==> src/rtl/lsu_pkg.sv <==
// Shared funct3 codes, FSM state encoding and size-to-lane-mask helper for the load/store unit.
// Build option LSU_MISALIGNED_EN adds the second-beat state used by split accesses.
package lsu_pkg;

    localparam logic [2:0] LSU_F3_B  = 3'b000;
    localparam logic [2:0] LSU_F3_H  = 3'b001;
    localparam logic [2:0] LSU_F3_W  = 3'b010;
    localparam logic [2:0] LSU_F3_BU = 3'b100;
    localparam logic [2:0] LSU_F3_HU = 3'b101;

    typedef enum logic [1:0] {
        ST_IDLE  = 2'd0,
        ST_BEAT0 = 2'd1,
`ifdef LSU_MISALIGNED_EN
        ST_BEAT1 = 2'd2,
`endif
        ST_RESP  = 2'd3
    } lsu_state_e;

    function automatic logic [3:0] lsu_size_mask(input logic [1:0] size);
        logic [3:0] mask;
        case (size)
            2'b00:   mask = 4'b0001;
            2'b01:   mask = 4'b0011;
            2'b10:   mask = 4'b1111;
            default: mask = 4'b0000;
        endcase
        return mask;
    endfunction

endpackage

==> src/rtl/lsu_align.sv <==
// Byte-lane mask, store-data steering and load extraction/extension for the load/store unit.
// With LSU_MISALIGNED_EN the lanes span two words (lo/hi beats).
module lsu_align
    import lsu_pkg::*;
(
    input  logic [2:0]  i_funct3,
    input  logic [1:0]  i_off,
    input  logic [31:0] i_wdata,
    input  logic [31:0] i_lo,
`ifdef LSU_MISALIGNED_EN
    input  logic [31:0] i_hi,
    output logic [3:0]  o_be_hi,
    output logic [31:0] o_wdata_hi,
`endif
    output logic [3:0]  o_be_lo,
    output logic [31:0] o_wdata_lo,
    output logic [31:0] o_load
);
    logic [3:0]  w_size_mask;
    logic [4:0]  w_shamt;
    logic [31:0] w_rshift;

    assign w_size_mask = lsu_size_mask(i_funct3[1:0]);
    assign w_shamt     = {i_off, 3'b000};

`ifdef LSU_MISALIGNED_EN
    logic [7:0]  w_mask;
    logic [63:0] w_wide;

    // Bytes pushed past the word boundary land in the upper half and form the second beat.
    assign w_mask     = {4'b0000, w_size_mask} << i_off;
    assign w_wide     = {32'h0000_0000, i_wdata} << w_shamt;
    assign o_be_lo    = w_mask[3:0];
    assign o_be_hi    = w_mask[7:4];
    assign o_wdata_lo = w_wide[31:0];
    assign o_wdata_hi = w_wide[63:32];
    assign w_rshift   = 32'({i_hi, i_lo} >> w_shamt);
`else
    assign o_be_lo    = w_size_mask << i_off;
    assign o_wdata_lo = i_wdata << w_shamt;
    assign w_rshift   = i_lo >> w_shamt;
`endif

    // Truncate the lane-aligned read data to the access size and extend it.
    always_comb begin
        case (i_funct3)
            LSU_F3_B:  o_load = {{24{w_rshift[7]}}, w_rshift[7:0]};
            LSU_F3_H:  o_load = {{16{w_rshift[15]}}, w_rshift[15:0]};
            LSU_F3_W:  o_load = w_rshift;
            LSU_F3_BU: o_load = {24'h00_0000, w_rshift[7:0]};
            LSU_F3_HU: o_load = {16'h0000, w_rshift[15:0]};
            default:   o_load = 32'h0000_0000;
        endcase
    end

endmodule

==> src/rtl/load_store_unit.sv <==
// Multi-cycle load/store unit: one request at a time, byte-enabled word beats, one-cycle response.
// Define LSU_MISALIGNED_EN to split misaligned H/W accesses into two beats instead of faulting.
module load_store_unit
    import lsu_pkg::*;
#(
    parameter int ADDR_W = 32,
    parameter int DATA_W = 32
) (
    input  logic              clk,
    input  logic              rst,
    input  logic              req_valid,
    output logic              req_ready,
    input  logic              req_we,
    input  logic [2:0]        req_funct3,
    input  logic [ADDR_W-1:0] req_addr,
    input  logic [DATA_W-1:0] req_wdata,
    input  logic [4:0]        req_rd,
    output logic              rsp_valid,
    output logic [DATA_W-1:0] rsp_rdata,
    output logic [4:0]        rsp_rd,
    output logic              rsp_fault,
    output logic              mem_req,
    output logic              mem_we,
    output logic [ADDR_W-1:0] mem_addr,
    output logic [3:0]        mem_be,
    output logic [DATA_W-1:0] mem_wdata,
    input  logic              mem_ack,
    input  logic [DATA_W-1:0] mem_rdata
);
    lsu_state_e        r_state;
    logic              r_we;
    logic [2:0]        r_funct3;
    logic [1:0]        r_off;
    logic [DATA_W-1:0] r_wdata;
    logic [4:0]        r_rd;
    logic [DATA_W-1:0] r_lo;

    logic              r_rsp_valid;
    logic [DATA_W-1:0] r_rsp_rdata;
    logic [4:0]        r_rsp_rd;
    logic              r_rsp_fault;
    logic              r_mem_req;
    logic              r_mem_we;
    logic [ADDR_W-1:0] r_mem_addr;
    logic [3:0]        r_mem_be;
    logic [DATA_W-1:0] r_mem_wdata;

    logic [2:0]        w_funct3;
    logic [1:0]        w_off;
    logic [DATA_W-1:0] w_wdata;
    logic [DATA_W-1:0] w_lo;
    logic [3:0]        w_be_lo;
    logic [DATA_W-1:0] w_wdata_lo;
    logic [DATA_W-1:0] w_load;
    logic              w_illegal;
    logic              w_fault;
    logic              w_done;

    // In IDLE the lanes are computed from the live request so beat 0 can launch on accept.
    always_comb begin
        if (r_state == ST_IDLE) begin
            w_funct3 = req_funct3;
            w_off    = req_addr[1:0];
            w_wdata  = req_wdata;
        end else begin
            w_funct3 = r_funct3;
            w_off    = r_off;
            w_wdata  = r_wdata;
        end
    end

    assign w_lo = (r_state == ST_BEAT0) ? mem_rdata : r_lo;

    // Decode funct3 legality for the incoming request.
    always_comb begin
        case (req_funct3)
            LSU_F3_B, LSU_F3_H, LSU_F3_W: w_illegal = 1'b0;
            LSU_F3_BU, LSU_F3_HU:         w_illegal = req_we;
            default:                      w_illegal = 1'b1;
        endcase
    end

`ifdef LSU_MISALIGNED_EN
    logic [DATA_W-1:0] r_hi;
    logic [DATA_W-1:0] w_hi;
    logic [3:0]        w_be_hi;
    logic [DATA_W-1:0] w_wdata_hi;
    logic              w_spill;

    assign w_hi    = (r_state == ST_BEAT1) ? mem_rdata : r_hi;
    assign w_fault = w_illegal;
    assign w_spill = mem_ack & (r_state == ST_BEAT0) & (w_be_hi != 4'h0);
    assign w_done  = mem_ack & ((r_state == ST_BEAT0) | (r_state == ST_BEAT1)) & ~w_spill;
`else
    logic w_misal;

    // Flag halfword/word accesses that are not naturally aligned.
    always_comb begin
        case (req_funct3[1:0])
            2'b01:   w_misal = req_addr[0];
            2'b10:   w_misal = (req_addr[1:0] != 2'b00);
            default: w_misal = 1'b0;
        endcase
    end

    assign w_fault = w_illegal | w_misal;
    assign w_done  = mem_ack & (r_state == ST_BEAT0);
`endif

    lsu_align u_align (
        .i_funct3   (w_funct3),
        .i_off      (w_off),
        .i_wdata    (w_wdata),
        .i_lo       (w_lo),
`ifdef LSU_MISALIGNED_EN
        .i_hi       (w_hi),
        .o_be_hi    (w_be_hi),
        .o_wdata_hi (w_wdata_hi),
`endif
        .o_be_lo    (w_be_lo),
        .o_wdata_lo (w_wdata_lo),
        .o_load     (w_load)
    );

    // Request sequencing, memory beats and response generation.
    always_ff @(posedge clk) begin
        if (rst) begin
            r_state     <= ST_IDLE;
            r_we        <= 1'b0;
            r_funct3    <= 3'b000;
            r_off       <= 2'b00;
            r_wdata     <= {DATA_W{1'b0}};
            r_rd        <= 5'd0;
            r_lo        <= {DATA_W{1'b0}};
`ifdef LSU_MISALIGNED_EN
            r_hi        <= {DATA_W{1'b0}};
`endif
            r_rsp_valid <= 1'b0;
            r_rsp_rdata <= {DATA_W{1'b0}};
            r_rsp_rd    <= 5'd0;
            r_rsp_fault <= 1'b0;
            r_mem_req   <= 1'b0;
            r_mem_we    <= 1'b0;
            r_mem_addr  <= {ADDR_W{1'b0}};
            r_mem_be    <= 4'h0;
            r_mem_wdata <= {DATA_W{1'b0}};
        end else begin
            r_rsp_valid <= 1'b0;
            case (r_state)
                ST_IDLE: begin
                    if (req_valid) begin
                        r_we     <= req_we;
                        r_funct3 <= req_funct3;
                        r_off    <= req_addr[1:0];
                        r_wdata  <= req_wdata;
                        r_rd     <= req_rd;
                        if (w_fault) begin
                            r_state     <= ST_RESP;
                            r_rsp_valid <= 1'b1;
                            r_rsp_fault <= 1'b1;
                            r_rsp_rdata <= {DATA_W{1'b0}};
                            r_rsp_rd    <= req_rd;
                        end else begin
                            r_state     <= ST_BEAT0;
                            r_mem_req   <= 1'b1;
                            r_mem_we    <= req_we;
                            r_mem_addr  <= {req_addr[ADDR_W-1:2], 2'b00};
                            r_mem_be    <= w_be_lo;
                            r_mem_wdata <= w_wdata_lo;
                        end
                    end else begin
                        r_state <= ST_IDLE;
                    end
                end
                ST_BEAT0: begin
                    if (mem_ack) begin
                        r_lo <= mem_rdata;
                    end else begin
                        r_lo <= r_lo;
                    end
                end
`ifdef LSU_MISALIGNED_EN
                ST_BEAT1: begin
                    if (mem_ack) begin
                        r_hi <= mem_rdata;
                    end else begin
                        r_hi <= r_hi;
                    end
                end
`endif
                ST_RESP: begin
                    r_state <= ST_IDLE;
                end
                default: begin
                    r_state   <= ST_IDLE;
                    r_mem_req <= 1'b0;
                end
            endcase
`ifdef LSU_MISALIGNED_EN
            if (w_spill) begin
                r_state     <= ST_BEAT1;
                r_mem_addr  <= r_mem_addr + ADDR_W'(3'd4);
                r_mem_be    <= w_be_hi;
                r_mem_wdata <= w_wdata_hi;
            end
`endif
            if (w_done) begin
                r_state     <= ST_RESP;
                r_mem_req   <= 1'b0;
                r_mem_we    <= 1'b0;
                r_mem_addr  <= {ADDR_W{1'b0}};
                r_mem_be    <= 4'h0;
                r_mem_wdata <= {DATA_W{1'b0}};
                r_rsp_valid <= 1'b1;
                r_rsp_fault <= 1'b0;
                r_rsp_rdata <= r_we ? {DATA_W{1'b0}} : w_load;
                r_rsp_rd    <= r_rd;
            end
        end
    end

    assign req_ready = (r_state == ST_IDLE) & ~rst;
    assign rsp_valid = r_rsp_valid;
    assign rsp_rdata = r_rsp_rdata;
    assign rsp_rd    = r_rsp_rd;
    assign rsp_fault = r_rsp_fault;
    assign mem_req   = r_mem_req;
    assign mem_we    = r_mem_we;
    assign mem_addr  = r_mem_addr;
    assign mem_be    = r_mem_be;
    assign mem_wdata = r_mem_wdata;

endmodule

==> config.mk <==
export PLATFORM = sky130hd
export DESIGN_NAME = load_store_unit
export DESIGN_NICKNAME = d
export VERILOG_FILES = /design/src/rtl/lsu_pkg.sv /design/src/rtl/lsu_align.sv /design/src/rtl/load_store_unit.sv
export SDC_FILE = /design/constraint.sdc
export NUM_CORES = 1
export LEC_CHECK = 0
export CORE_ASPECT_RATIO = 0.75
export CORE_UTILIZATION = 46
export DETAILED_ROUTE_END_ITERATION = 6
export PLACE_DENSITY = 0.84
export REMOVE_ABC_BUFFERS = 1
export SLEW_MARGIN = 20
export SYNTH_ARGS = -nofsm -noshare
export SYNTH_HDL_FRONTEND = slang
export SYNTH_SLANG_ARGS = --single-unit
==> constraint.sdc <==
create_clock -name clk -period 9.3 [get_ports clk]
set_input_delay 1.395 -clock clk [delete_from_list [all_inputs] [get_ports clk]]
set_output_delay 1.395 -clock clk [all_outputs]
set_load 0.03 [all_outputs]
==> flow_metrics.py, run 1 <==
metrics = {
    "sta": {
        "slew_violations": 0,
        "slew-limit-headroom_pct": 20.7,
        "fin_crit_ps": 4190,
        "worst_pin_slew_ps": 1180,
        "finalHoldViolations": 0,
        "max_freq_mhz": 239,
        "finClkSkew_ps": 8.05,
        "period_share_pct": 45.1,
        "setup_viol": 0,
        "finalSetupTns_ps": 0,
        "rsz0062_at_grt": "false",
    },
    "cts": {
        "post-cts-setup-buffer-count": 0,
        "clock_sinks": 184,
        "cts_tree": "done",
        "clk_latency_ps": 430,
        "cts_resized": 0,
        "cts_made_buffers": 17,
        "clockBufferDepth": 2,
        "root_buffer": "clkbuf_16",
        "clk_pin_slew_ps": 70,
        "cts_hold_buffers": 0,
        "htreeDepth": 4,
    },
    "drt": {
        "finalWirelength_um": 26200,
        "antenna_left": 0,
        "vias": 8526,
        "drt_iter0_drc": 692,
        "drc": 2,
        "viasPerCell": 5.65,
        "drtPass1Iterations": 7,
        "wl_per_cell_um": 17.4,
    },
    "synth": {
        "ys.flop_type": "dfxtp_1",
        "yosys_warnings": 0,
        "netlist-cell-type-count": 57,
        "synth-edff-count": 0,
        "syn_area_per_cell_um2": 7.88,
        "async_flop_share_pct": 0,
        "syn_area_um2": 8640,
        "yosysSeqAreaShare_pct": 42.6,
        "synth-seq-cells": 184,
        "postSynthCellCount": 1096,
    },
    "grt": {
        "track_usage_pct": 26.7,
        "gr-total-overflow": 0,
        "first_global_vias": 8029,
        "grt_pass1_wl_um": 41200,
        "grt_max_degree": 76,
        "met1_usage_pct": 35.2,
        "grt_use_met3_pct": 6.04,
        "antenna_found_initial": 0,
        "met2_usage_pct": 42.6,
        "grt-busiest-layer": "met2",
    },
    "die": {
        "die_area_um2": 19300,
        "core-area_um2": 18000,
        "initial_core_util_pct": 47.9,
        "pin_count": 219,
        "die_w_um": 160,
        "rows": 42,
        "die_h_um": 121,
    },
    "status": {
        "status": "finished with violations",
        "violations": "design-rule violations",
    },
    "pwr": {
        "p_total_w": 0.00202,
        "ir_drop_mv": 0.123,
        "cellPowerDensity_nw_per_um2": 178,
        "p_leak_nw": 4.07,
    },
    "placed_design": {
        "gp_congestion": 0.862,
        "place_inst": 1477,
        "port_buffers": 216,
        "dp_hpwl_um": 17600,
    },
    "worst_setup_path": {
        "crit_arrival_ps": 4560,
        "crit_fanout": 10,
        "reg2reg_to": "rsp_rdata[13]$_SDFFE_PP0P_",
        "crit_type": "in -> reg",
        "rr_startpoint": "r_state[1]$_SDFFE_PP0P_",
        "end_kind": "register",
        "ff2ff_path_depth": 7,
        "r2r_setup_slack_ps": 5300,
        "critical_path_required_ps": 9670,
        "critPathLaunchType": "primary input",
    },
    "layout": {
        "fin_nets": 1370,
        "final_cells": 1509,
        "final_layout_size_suffix_gt1_share_pct": 7.42,
        "diodes": 0,
        "area_growth_pct": 31.9,
    },
    "hold_path": {
        "min_from": "rsp_rdata[1]$_SDFFE_PP0P_",
        "holdPathStages": 2,
        "worstHoldEndpoint": "rsp_rdata[1]$_SDFFE_PP0P_",
        "hold_class": "reg -> reg",
    },
    "job": {
        "max-cap-violations": 0,
    },
}
## layer usage
layer	part of all wire [%]	vias to the layer above
li1	-	4085
met2	46	374
met1	43	4001
met3	7.7	66
met4	3.2	0
met5	0	-
## Yosys cell counts, drive strengths merged (11+ instances only)
master  count  area, µm²
mux2i      41        410
a22oi      14        105
nand3      16       85.1
nor3       31        155
nor2b      12       75.1
a211oi     34        255
o21ai      16       83.8
and3       14       87.6
nand2     315       1190
clkbuf     57        214
nor2       67        259
buf        33        190
mux4       11        248
mux2       14        165
dfxtp     184       3680
a21oi     161        813
## worst max-delay path, cell delays in order
cell	delay (ps)
clkdlybuf4s50_1	510
inv_1	90
o21ai_0	350
ha_1	240
inv_1	80
o31ai_4	500
o21ai_2	160
nor4_2	910
a22oi_1	170
nand2_1	140
## registers in the layout (all words and copies together) (netlist names)
name / count
mem_wdata: 32
r_lo: 32
r_wdata: 32
rsp_rdata: 32
mem_addr: 30
r_rd: 5
rsp_rd: 5
mem_be: 4
r_funct3: 3
r_off: 2
r_state: 2
mem_req: 1
mem_we: 1
r_we: 1
rsp_fault: 1
rsp_valid: 1
## worst max path at each step
stage,startpoint,to,slack (ps),depth (start not counted)
2_1_floorplan,req_valid,mem_be[1]$_SDFFE_PP0P_,4510,5
3_3_place_gp,req_funct3[1],rsp_rdata[1]$_SDFFE_PP0P_,4850,10
3_5_place_dp,req_funct3[1],rsp_rdata[1]$_SDFFE_PP0P_,4680,10
4_1_cts,req_funct3[1],rsp_rdata[1]$_SDFFE_PP0P_,5130,10
5_1_grt,req_funct3[1],rsp_rdata[18]$_SDFFE_PP0P_,4950,10
6_report,req_funct3[1],rsp_rdata[20]$_SDFFE_PP0P_,5110,10
## stage by stage
step / setup slack (ps) / cell area, µm² / util [%] / hold WS, ps
finish: 5110 / 11400 / 63.2 / 442
global route: 4950 / 11400 / 63.2 / 462
CTS: 5130 / 11400 / 63.2 / 443
detailed placement: 4680 / 10800 / 60.0 / 434
global placement: 4850 / 10800 / 60.0 / 427
floorplan: 4510 / 8240 / - / 426
## power breakdown
group	leakage (nW)	internal, W	total, W	switching (W)
Sequential	1.50	0.000828	0.000854	0.0000267
Combinational	2.31	0.000180	0.000461	0.000281
Clock	0.267	0.000387	0.000708	0.000322
Total	4.07	0.00139	0.00202	0.000630
## cells by family after synthesis
group,after synthesis,share of synthesized area (%)
AO/OA/AOI/OAI,267,18.9
multiplexers,66,9.53
flip-flops,184,42.6
buffers and inverters,100,5.11
other,1,0.0434
AND/OR/NAND/NOR,471,22.8
adder cells (fa/ha/maj),7,1.01
## placed cells by master (no fill, tap or decap), types with 10 or more instances in the layout
cell type and instances:
nand2_1 312, clkdlybuf4s50_1 215, dfxtp_1 184, a21oi_1 159, nor2_1 66, mux2i_1 40
a211oi_1 34, nor3_1 29, clkbuf_16 17, o21ai_0 15, a22oi_1 14, nand3_1 14
and3_1 13, buf_4 13, mux2_2 12, mux4_2 11, nor2b_1 11, inv_1 10
## cell type report
cell class              instances  area [µm²]
inverters                      10        37.5
repair buffers                228        2250
multi-input cells             813        4550
fillers                      1481        6630
flip-flops and latches        184        3680
clock buffers                  20         457
clock inverters                12         115
well taps                     242         303
Note: power is estimated with default switching activity, not from simulation.
==> run 2, diff against run 1 <==
==> constraint.sdc (replaced) <==
create_clock -name clk -period 4 [get_ports clk]
set_input_delay 0.6 -clock clk [delete_from_list [all_inputs] [get_ports clk]]
set_output_delay 0.6 -clock clk [all_outputs]
set_load 0.03 [all_outputs]
==> run 2 against run 1 <==
- via count grew 1.3%
- flip-flop and latch count is the same
- largest cell class unchanged
- largest power group unchanged
- critical path depth shrank 1
- the flow now finishes without violations
- first-iteration DRC count grew 12%
- critical endpoint is now rsp_rdata[24]$_SDFFE_PP0P_
==> flow_metrics.py, run 2 (same netlist as run 1, synthesis figures left out) <==
metrics = {
    "die": {
        "initial_core_util_pct": 47.9,
        "die_h_um": 121,
        "core-area_um2": 18000,
        "die_w_um": 160,
        "rows": 42,
        "die_area_um2": 19300,
        "pin_count": 219,
    },
    "grt": {
        "met1_usage_pct": 36.2,
        "grt_use_met3_pct": 5.90,
        "grt_pass1_wl_um": 42400,
        "first_global_vias": 8008,
        "track_usage_pct": 27.7,
        "met2_usage_pct": 43.9,
        "grt_max_degree": 53,
        "gr-total-overflow": 0,
        "antenna_found_initial": 0,
        "grt-busiest-layer": "met2",
    },
    "sta": {
        "setup_viol": 0,
        "max_freq_mhz": 308,
        "worst_pin_slew_ps": 1040,
        "slew-limit-headroom_pct": 30.4,
        "finalHoldViolations": 0,
        "fin_crit_ps": 3250,
        "finClkSkew_ps": 12.0,
        "period_share_pct": 81.2,
        "rsz0062_at_grt": "false",
        "slew_violations": 0,
        "finalWorstSetupSlack_ps": 753,
    },
    "worst_setup_path": {
        "critPathLaunchType": "register",
        "critical_path_required_ps": 4340,
        "crit_fanout": 16,
        "crit_type": "reg -> reg",
        "crit_arrival_ps": 3590,
        "end_kind": "register",
    },
    "drt": {
        "wl_per_cell_um": 17.6,
        "antenna_left": 0,
        "drc": 0,
        "viasPerCell": 5.67,
        "finalWirelength_um": 26800,
        "drt_iter0_drc": 772,
        "vias": 8636,
        "drtPass1Iterations": 5,
    },
    "cts": {
        "root_buffer": "clkbuf_16",
        "htreeDepth": 4,
        "cts_hold_buffers": 0,
        "clk_pin_slew_ps": 70,
        "cts_tree": "done",
        "clock_sinks": 184,
        "cts_resized": 0,
        "post-cts-setup-buffer-count": 0,
        "clockBufferDepth": 2,
        "clk_latency_ps": 440,
        "cts_made_buffers": 17,
    },
    "job": {
        "max-cap-violations": 0,
    },
    "pwr": {
        "p_leak_nw": 4.16,
        "pwr-share-clk_pct": 35.8,
        "switching_power_w": 0.00150,
        "internal_power_w": 0.00332,
        "swShare_pct": 31.2,
        "cellPowerDensity_nw_per_um2": 417,
        "seqPwrFrac_pct": 41.2,
        "p_total_w": 0.00482,
        "ir_drop_mv": 0.257,
        "p_comb_share_pct": 23.0,
    },
    "layout": {
        "final_cells": 1522,
        "layout_common_cells": "312 x nand2_1, 215 x clkdlybuf4s50_1, 184 x dfxtp_1",
        "diodes": 0,
        "final_common_cell": "nand2_1",
        "fin_nets": 1383,
        "final_layout_size_suffix_gt1_share_pct": 8.44,
        "final_area_um2": 11500,
        "area_growth_pct": 33.7,
    },
    "placed_design": {
        "placed_area_um2": 10900,
        "place_inst": 1490,
        "dp_hpwl_um": 18300,
        "port_buffers": 216,
        "place_ws_ps": 526,
        "gp_congestion": 0.857,
    },
    "status": {
        "status": "complete, no violations",
    },
    "hold_path": {
        "hold_class": "reg -> reg",
    },
}
==> run 2: cell types whose count changed in the layout (fill, tap and decap cells not counted), sizes merged <==
cell and delta:
buf +13, bufinv +1, clkbuf -2, clkinvlp -1
inv +2
==> run 2: routing by layer <==
layer  vias up  routed length [µm]
met5         -                   0
li1       4110                   -
met4         0                 874
met1      4066               11400
met3        69                2070
met2       391               12500
==> run 2: metrics by stage <==
stage | util [%] | setup TNS (ps) | hold slack (ps)
after CTS | 64.0 | 0 | 450
after global routing | 64.1 | 0 | 463
after detailed placement | 60.7 | 0 | 440
final | 64.1 | 0 | 452
after global placement | 60.7 | 0 | 430
after floorplan | - | -22650 | 426
==> run 2: cell type report <==
cell class,instances,area (µm²)
fill,1514,6480
inverter,10,37.5
tap,242,303
sequential,184,3680
multi-input combinational,813,4550
clock inverter,14,161
clock buffer,18,439
timing repair buffer,241,2370
==> run 2: critical path, cell delays in order, from the launching register on <==
cell,delay (ps)
dfxtp_1,510
or2_2,430
o21ai_0,330
ha_1,240
inv_1,80
o31ai_4,270
o21ai_2,130
nor2_1,400
o211ai_2,490
o211ai_1,260
==> run 2: worst paths after layout <==
| kind | start | end | slack [ps] | depth (start not counted) |
|---|---|---|---|---|
| min | rsp_rdata[3]$_SDFFE_PP0P_ | rsp_rdata[3]$_SDFFE_PP0P_ | 450 | 2 |
| min reg2reg | rsp_rdata[3]$_SDFFE_PP0P_ | rsp_rdata[3]$_SDFFE_PP0P_ | 450 | 2 |
| max | r_state[1]$_SDFFE_PP0P_ | rsp_rdata[24]$_SDFFE_PP0P_ | 750 | 9 |
| max reg2reg | r_state[1]$_SDFFE_PP0P_ | rsp_rdata[24]$_SDFFE_PP0P_ | 750 | 9 |
==> run 2: power groups by stage <==
stage,clock [W],sequential [W],combinational (W)
detailed placement,0,0.00203,0.00108
floorplan,0,0.00210,0.000539
finish,0.00173,0.00199,0.00111
global placement,0,0.00202,0.00107
global route,0.00182,0.00200,0.00119
CTS,0.00174,0.00198,0.00109
==> run 3, diff against run 2 <==
--- a/config.mk
+++ b/config.mk
@@ -6,9 +6,9 @@
 export NUM_CORES = 1
 export LEC_CHECK = 0
 export CORE_ASPECT_RATIO = 0.75
-export CORE_UTILIZATION = 46
+export CORE_UTILIZATION = 45
 export DETAILED_ROUTE_END_ITERATION = 6
-export PLACE_DENSITY = 0.84
+export PLACE_DENSITY = 0.85
 export REMOVE_ABC_BUFFERS = 1
 export SLEW_MARGIN = 20
 export SYNTH_ARGS = -nofsm -noshare
==> constraint.sdc (replaced) <==
create_clock -name clk -period 2.81 [get_ports clk]
set_input_delay 0.4215 -clock clk [delete_from_list [all_inputs] [get_ports clk]]
set_output_delay 0.4215 -clock clk [all_outputs]
set_load 0.03 [all_outputs]
==> run 3 against run 2 <==
- count of clock-buffer cells in the layout rose by 1
- final area up 2.4%
- utilization shrank 0.57 points
- clock power is 38% higher
- worst hold slack worse by 43 ps
- combinational power rose by 51%
- highest routed layer unchanged
- critical path depth down 5
==> flow_metrics.py, run 3 (same netlist as run 1, synthesis figures left out) <==
metrics = {
    "placed_design": {
        "dp_hpwl_um": 18900,
        "place_inst": 1524,
        "port_buffers": 216,
        "place_ws_ps": -40.1,
        "gp_congestion": 0.874,
    },
    "sta": {
        "setup_viol": 0,
        "fin_crit_ps": 2620,
        "slew_violations": 0,
        "max_freq_mhz": 382,
        "slew-limit-headroom_pct": 50.3,
        "finalHoldViolations": 0,
        "rsz0062_at_grt": "false",
        "finalSetupTns_ps": 0,
        "finalWorstSetupSlack_ps": 193,
        "whs_ps": 409,
        "finClkSkew_ps": 12.4,
        "period_share_pct": 93.1,
        "worst_pin_slew_ps": 745,
    },
    "grt": {
        "grt_pass1_wl_um": 42600,
        "track_usage_pct": 27.3,
        "antenna_found_initial": 1,
        "grt_max_degree": 70,
        "gr-total-overflow": 0,
        "first_global_vias": 8287,
    },
    "cts": {
        "cts_made_buffers": 17,
        "htreeDepth": 4,
        "cts_hold_buffers": 0,
        "cts_tree": "done",
        "clockBufferDepth": 2,
        "root_buffer": "clkbuf_16",
        "clk_pin_slew_ps": 70,
        "clk_latency_ps": 430,
        "clock_sinks": 184,
    },
    "worst_setup_path": {
        "ff2ff_path_depth": 9,
        "crit_type": "reg -> out",
        "reg2reg_to": "rsp_rdata[27]$_SDFFE_PP0P_",
        "crit_fanout": 25,
        "critPathLaunchType": "register",
        "slowest_stage": "clkdlybuf4s50_1",
        "end_kind": "output port",
        "r2r_setup_slack_ps": 220,
        "rr_startpoint": "r_state[1]$_SDFFE_PP0P_",
        "critical_path_required_ps": 2390,
        "crit_arrival_ps": 2200,
        "max_stage_delay_ps": 750,
        "path_cells": "or2_2, buf_4, nor2_1, clkdlybuf4s50_1",
    },
    "die": {
        "rows": 43,
        "die_area_um2": 19800,
        "pin_count": 219,
        "die_w_um": 162,
        "core-area_um2": 18600,
        "initial_core_util_pct": 46.4,
        "die_h_um": 122,
    },
    "pwr": {
        "p_total_w": 0.00688,
        "cellPowerDensity_nw_per_um2": 582,
        "ir_drop_mv": 0.422,
        "p_leak_nw": 4.32,
    },
    "layout": {
        "final_common_cell": "nand2_1",
        "final_layout_size_suffix_gt1_share_pct": 10.2,
        "fin_nets": 1412,
        "final_cells": 1556,
        "layout_common_cells": "313 x nand2_1, 215 x clkdlybuf4s50_1, 184 x dfxtp_1",
        "area_growth_pct": 36.8,
    },
    "drt": {
        "drt_iter0_drc": 840,
        "drc": 0,
        "wl_per_cell_um": 17.6,
        "vias": 8732,
        "antenna_left": 0,
        "drtPass1Iterations": 5,
        "viasPerCell": 5.61,
        "finalWirelength_um": 27400,
    },
    "hold_path": {
        "worstHoldEndpoint": "rsp_rdata[5]$_SDFFE_PP0P_",
        "min_from": "rst",
        "hold_class": "in -> reg",
        "holdPathStages": 3,
    },
    "job": {
        "max-cap-violations": 0,
    },
    "status": {
        "status": "complete, no violations",
    },
}
-- run 3: cell count changes in the layout (fill, tap and decap cells not counted), moves of 2 or more --
cell        change
buf_4          +23
clkbuf_1        +2
clkinv_4        +3
clkinvlp_4      -2
buf_12          +6
inv_6           -2
-- run 3: area by class of cell --
class	count	area, µm²
fillers	1569	6800
multi-input cells	813	4540
flip-flops and latches	184	3680
repair buffers	270	2670
clock buffers	19	433
well taps	247	309
clock inverters	12	144
inverters	10	37.5
diodes	1	2.50
-- run 3: routing by layer --
layer / global-route usage, % / routed length (µm)
met1: 35.6 / 11600
met2: 43.2 / 12800
met3: 5.79 / 2180
met4: 12.5 / 797
met5: 0 / 0
-- run 3: stage by stage --
stage | cell area, µm² | utilization (%)
2_1_floorplan | 8240 | -
3_3_place_gp | 11200 | 60.4
3_5_place_dp | 11200 | 60.4
4_1_cts | 11800 | 63.5
5_1_grt | 11800 | 63.5
6_report | 11800 | 63.5
-- run 3: worst max-delay path by stage --
stage / start / to / slack [ps] / cells past startpoint
2_1_floorplan: r_state[0]$_SDFFE_PP0P_ / rsp_rdata[13]$_SDFFE_PP0P_ / -1730 / 5
3_3_place_gp: req_funct3[1] / rsp_rdata[26]$_SDFFE_PP0P_ / 10 / 10
3_5_place_dp: req_funct3[1] / rsp_rdata[26]$_SDFFE_PP0P_ / -40 / 10
4_1_cts: r_state[1]$_SDFFE_PP0P_ / req_ready / 180 / 4
5_1_grt: r_state[1]$_SDFFE_PP0P_ / rsp_rdata[26]$_SDFFE_PP0P_ / 60 / 9
6_report: r_state[1]$_SDFFE_PP0P_ / req_ready / 190 / 4
-- run 3: where the power goes --
part           internal [W]  switching [W]  leakage [nW]
Clock               0.00132        0.00106         0.276
Sequential          0.00274      0.0000791          1.50
Combinational      0.000695       0.000981          2.55
-- run 3: timing repair --
| action | in CTS | in global routing |
|---|---|---|
| resized for setup | 0 | 1 |
| endpoints found under the setup margin | 0 | 1 |
| buffers inserted | 0 | 0 |
-- run 3: critical path: cells and delay by family (launching register included) --
kind / cells / cell delay (ps)
buffers and inverters: 2 / 1000
flip-flops: 1 / 300
AND/OR/NAND/NOR: 2 / 470
